[src/rtl/cpu_run_ctrl.sv]
// Run controller for the CPU cores: sequences the core reset, gates core
// execution, counts cycles and retired instructions, drains the pipeline
// after halt and enforces an optional cycle budget.
//
// Handshake: there is no valid/ready pair here. start is a single-cycle
// pulse sampled only in IDLE, DONE and TIMEOUT_ST. halt and retire are
// level inputs sampled on every rising clock edge. done is a sticky
// completion flag that stays high until the next run starts or reset.
module cpu_run_ctrl #(
  parameter int RESET_CYCLES = 4,
  parameter int DRAIN_CYCLES = 5,
  parameter int MAX_CYCLES   = 40,
  parameter int CNT_W        = 32,
  parameter int AUTO_START   = 1
) (
  input  logic             clk,
  input  logic             reset,
  input  logic             start,
  input  logic             halt,
  input  logic             retire,
  output logic             core_reset,
  output logic             run_en,
  output logic             done,
  output logic             timeout,
  output logic [CNT_W-1:0] cycle_count,
  output logic [CNT_W-1:0] retire_count,
  output logic [2:0]       state
);

  // The hold counter serves both the reset hold and the drain phase.
  localparam int HW = 16;
  localparam logic [CNT_W-1:0] CNT_SAT = '1;

  typedef enum logic [2:0] {
    IDLE       = 3'd0,
    RST_HOLD   = 3'd1,
    RUN        = 3'd2,
    DRAIN      = 3'd3,
    DONE       = 3'd4,
    TIMEOUT_ST = 3'd5
  } state_t;

  state_t           st_q, st_d;
  logic [HW-1:0]    hold_q, hold_d;
  logic [CNT_W-1:0] cyc_d, ret_d;
  logic [CNT_W-1:0] cyc_inc, ret_inc;
  logic             budget_hit;

  assign state = st_q;

  // Saturating increments and the budget comparison on the incremented count.
  always_comb begin
    cyc_inc    = (cycle_count == CNT_SAT) ? cycle_count : cycle_count + CNT_W'(1);
    ret_inc    = (retire_count == CNT_SAT) ? retire_count : retire_count + CNT_W'(1);
    budget_hit = (MAX_CYCLES != 0) && (64'(cyc_inc) == 64'(MAX_CYCLES));
  end

  // Next-state, hold counter and count update logic.
  always_comb begin
    st_d   = st_q;
    hold_d = hold_q;
    cyc_d  = cycle_count;
    ret_d  = retire_count;
    case (st_q)
      IDLE: begin
        if ((AUTO_START != 0) || start) begin
          st_d   = RST_HOLD;
          hold_d = HW'(RESET_CYCLES - 1);
          cyc_d  = '0;
          ret_d  = '0;
        end
      end
      RST_HOLD: begin
        if (hold_q == '0) begin
          st_d = RUN;
        end else begin
          hold_d = hold_q - HW'(1);
        end
      end
      RUN: begin
        cyc_d = cyc_inc;
        if (retire) begin
          ret_d = ret_inc;
        end
        // halt has priority over a budget hit in the same cycle
        if (halt) begin
          if (DRAIN_CYCLES == 0) begin
            st_d = DONE;
          end else begin
            st_d   = DRAIN;
            hold_d = HW'(DRAIN_CYCLES - 1);
          end
        end else if (budget_hit) begin
          st_d = TIMEOUT_ST;
        end
      end
      DRAIN: begin
        cyc_d = cyc_inc;
        if (retire) begin
          ret_d = ret_inc;
        end
        if (hold_q == '0) begin
          st_d = DONE;
        end else begin
          hold_d = hold_q - HW'(1);
        end
      end
      DONE, TIMEOUT_ST: begin
        if (start) begin
          st_d   = RST_HOLD;
          hold_d = HW'(RESET_CYCLES - 1);
          cyc_d  = '0;
          ret_d  = '0;
        end
      end
      default: begin
        st_d = IDLE;
      end
    endcase
  end

  // State, counters and outputs registered together; outputs decode the next state.
  always_ff @(posedge clk or posedge reset) begin
    if (reset) begin
      st_q         <= IDLE;
      hold_q       <= '0;
      cycle_count  <= '0;
      retire_count <= '0;
      core_reset   <= 1'b1;
      run_en       <= 1'b0;
      done         <= 1'b0;
      timeout      <= 1'b0;
    end else begin
      st_q         <= st_d;
      hold_q       <= hold_d;
      cycle_count  <= cyc_d;
      retire_count <= ret_d;
      core_reset   <= (st_d == IDLE) || (st_d == RST_HOLD);
      run_en       <= (st_d == RUN) || (st_d == DRAIN);
      done         <= (st_d == DONE) || (st_d == TIMEOUT_ST);
      timeout      <= (st_d == TIMEOUT_ST);
    end
  end

endmodule

[config.mk]
export PLATFORM = sky130hd
export DESIGN_NAME = cpu_run_ctrl
export DESIGN_NICKNAME = d
export VERILOG_FILES = /design/src/rtl/cpu_run_ctrl.sv
export SDC_FILE = /design/constraint.sdc
export NUM_CORES = 1
export LEC_CHECK = 0
export CORE_MARGIN = 4
export CORE_UTILIZATION = 47
export CTS_CLUSTER_SIZE = 30
export DETAILED_ROUTE_END_ITERATION = 10
export HOLD_SLACK_MARGIN = 0.06
export MAX_ROUTING_LAYER = met4
export PLACE_DENSITY = 0.76
export SYNTH_ARGS = -nofsm -noshare
export SYNTH_HDL_FRONTEND = slang
export SYNTH_SLANG_ARGS = --single-unit
[constraint.sdc]
create_clock -name clk -period 5 [get_ports clk]
set_input_delay 1 -clock clk [delete_from_list [all_inputs] [get_ports clk]]
set_output_delay 1 -clock clk [all_outputs]
set_load 0.005 [all_outputs]
==> impl_metrics.tcl <==
set metrics [dict create \
    synthArstFlopShare_pct 100 \
    fin_setup_tns_ps 0 \
    cpPeakStageDelay_ps 650 \
    cp_max_fo 21 \
    wl_mm 14.6 \
    fin_crit_sh_pct 70.4 \
    routabilityCongestion 0.941 \
    syn_to_final_growth_pct 18.3 \
    powerDensity_mw_per_mm2 395 \
    numPortBuffers 75 \
    core_mm2 0.0115 \
    hold_buffers 0 \
    path_delay_family "simple AND/OR/NAND/NOR gates" \
    wl_per_cell_um 17.6 \
    p_leak_nw 2.65 \
    cts_buffers 9 \
    hold_viol 0 \
    fmax_ghz 0.284 \
    cts_root_buf "clkbuf_16" \
    utilization_pct 57.2 \
    ant_nets 0 \
    routed_via_density 6.04 \
    grt.total_usage_pct 22.8 \
    synth_seq_cells 87 \
    multi_input_area_mm2 0.00305 \
    floorplan.initialDensity_pct 48.3 \
    max_slew_margin_pct 25.0 \
    fp.dieW_um 117 \
    pin_count 76 \
    synth_area_leaders "dfrtp_1 (39%), nor2_1 (5.4%), xnor2_1 (4.1%), o21ai_0 (4.1%), nand2_1 (3.8%)" \
    insertedDiodeCount 0 \
    vias 4998 \
    antenna_found_initial 0 \
    synthFlopType "dfrtp_1" \
    synth_top_area_share_pct 38.8 \
    rows 39 \
    startpoint_type "input port" \
    end_kind "register" \
    synth_fp_nets 634 \
    maxCapViolCount 0 \
    rrSetupSlack_ps 1600 \
    first_global_vias 4887 \
    cts_setup_buffers 0 \
    place_hpwl_mm 10.1 \
    fp.dieH_um 117 \
    path_class "in2reg" \
    worstMarginPinSlew_ps 1120 \
    grt_max_degree 60 \
    grt_pass1_wl_mm 24.0 \
    crit_buf_inv 2 \
    final_max_slew_viol_count 0 \
    drtIter0Drc 377 \
    yosysSeqAreaShare_pct 39.3 \
    ff_latch_area_mm2 0.00218 \
    period_needed_ps 3520 \
    grt_overflow 0 \
    cp.arrival_ps 3790 \
    firstDrtPassIters 5 \
    fin_hold_ws_ps 555 \
    synth_cells 626 \
    hp-class "reg2reg" \
    fillers 989 \
    synth_warnings 0 \
    setup_viol 0 \
    synth-edff-count 0 \
    fin_nets 687 \
    status "complete, no violations" \
    clkTransAtPathRegs_ps 70 \
    rsz0062_at_grt "false" \
    drc 0 \
    layout-drive-gt1-share_pct 8.33 \
    required_ps 5270 \
    synth_top_area_cell "dfrtp_1" \
    syn_area_mm2 0.00554 \
    die-area_mm2 0.0136 \
    skew_ps 5.66 \
    cts_htree_levels 3 \
    path_cells "clkdlybuf4s50_1 -> nand2_1 -> o22ai_1 -> buf_4 -> and2_1 -> nand4_1 -> or3_1 -> a21oi_1" \
    syn_area_per_cell_um2 8.86 \
    clock_sinks 87 \
    cts_buffer_depth 2 \
    tritoncts "built" \
    synthDistinctLibCells 68 \
    clock_latency_ps 350 \
    cts_resized 0 \
    ir_drop_uv 225 \
    crit_slowest_cell "nand4_1" \
]
## through the flow
step                setup WS [ps]  power (mW)  cell area, um^2  instances
detailed placement           1190        1.90             6260        811
global route                 1330        2.75             6560        827
CTS                          1510        2.60             6560        827
finish                       1480        2.59             6560        827
floorplan                    1750        1.61             5540        626
global placement             1340        1.87             6260        811
## worst register-to-register path, delay by kind of cell, from the launching register on
kind,cells,cell delay [ps]
xor+xnor,1,190
flops,1,470
fa+ha+maj,1,340
simple gates,5,1900
compound gates,2,380
## synthesized netlist by cell type, types with 5 or more instances
library cell and count:
dfrtp_1 86, nor2_1 80, nand2_1 56, o21ai_0 45
a21oi_1 34, nand3_1 28, nand4_1 27, xnor2_1 26
xor2_1 24, nor3_1 22, and4_1 20, inv_1 18
clkbuf_1 13, buf_6 11, and3_1 10, buf_2 9
or3_1 9, a31oi_1 6, nor4_1 6, o22ai_1 6
buf_4 5, o211ai_1 5, o31ai_1 5
## cell type report
| cell class | count | share of cell area [%] |
|---|---|---|
| clock buffer | 10 | 3.49 |
| clock inverter | 6 | 1.05 |
| inverter | 18 | 1.05 |
| multi-input combinational | 483 | 46.5 |
| sequential | 87 | 33.2 |
| tap | 143 | 2.73 |
| timing repair buffer | 80 | 12.0 |
## worst paths after layout
kind	from	to	cells past startpoint
max in group asynchronous	reset	core_reset	3
min in group asynchronous	reset	retire_count[16]	2
max	start	retire_count[7]	8
min	hold_q[3]	hold_q[3]	2
min reg2reg	hold_q[3]	hold_q[3]	2
max reg2reg	cycle_count[1]	state[1]	9
## layer usage
layer / vias up / wire length [um] / global-route usage [%]
met5: - / 0 / -
met4: 0 / 230 / 6.96
met3: 24 / 890 / 5.39
met2: 160 / 7100 / 36.5
met1: 2435 / 6340 / 28.7
li1: 2379 / - / -
## registers in the layout, indices dropped and copies added (netlist names)
name,count
hold_q,16
core_reset,1
run_en,1
done,1
retire_count,32
state,3
cycle_count,32
timeout,1
## cell usage in the layout, fill, tap and decap left out, types with 6 or more instances in the layout
master and n:
and4_1 20, o22ai_1 6, clkdlybuf4s50_1 75, dfrtp_1 86
and3_1 10, nand2_1 56, nand4_1 27, nor3_1 22
clkbuf_16 9, xnor2_1 26, nor2_1 80, o21ai_0 45
a21oi_1 33, or3_1 9, nor4_1 6, a31oi_1 6
nand3_1 28, inv_1 17, xor2_1 24
## cells by family after synthesis
| logic type | synth area share (%) |
|---|---|
| XOR/XNOR | 7.90 |
| buffers and inverters | 5.82 |
| multiplexers | 0.406 |
| flip-flops | 39.3 |
| adder cells (fa/ha/maj) | 0.677 |
| AO/OA/AOI/OAI | 15.4 |
| AND/OR/NAND/NOR | 30.5 |
## power by group
group | switching [mW] | leakage [nW] | internal, mW | total, mW
sequential | 0.209 | 1.16 | 0.842 | 1.05
combinational | 0.455 | 1.35 | 0.392 | 0.847
clock | 0.300 | 0.143 | 0.391 | 0.691
Power figures use the tool's default switching activity.
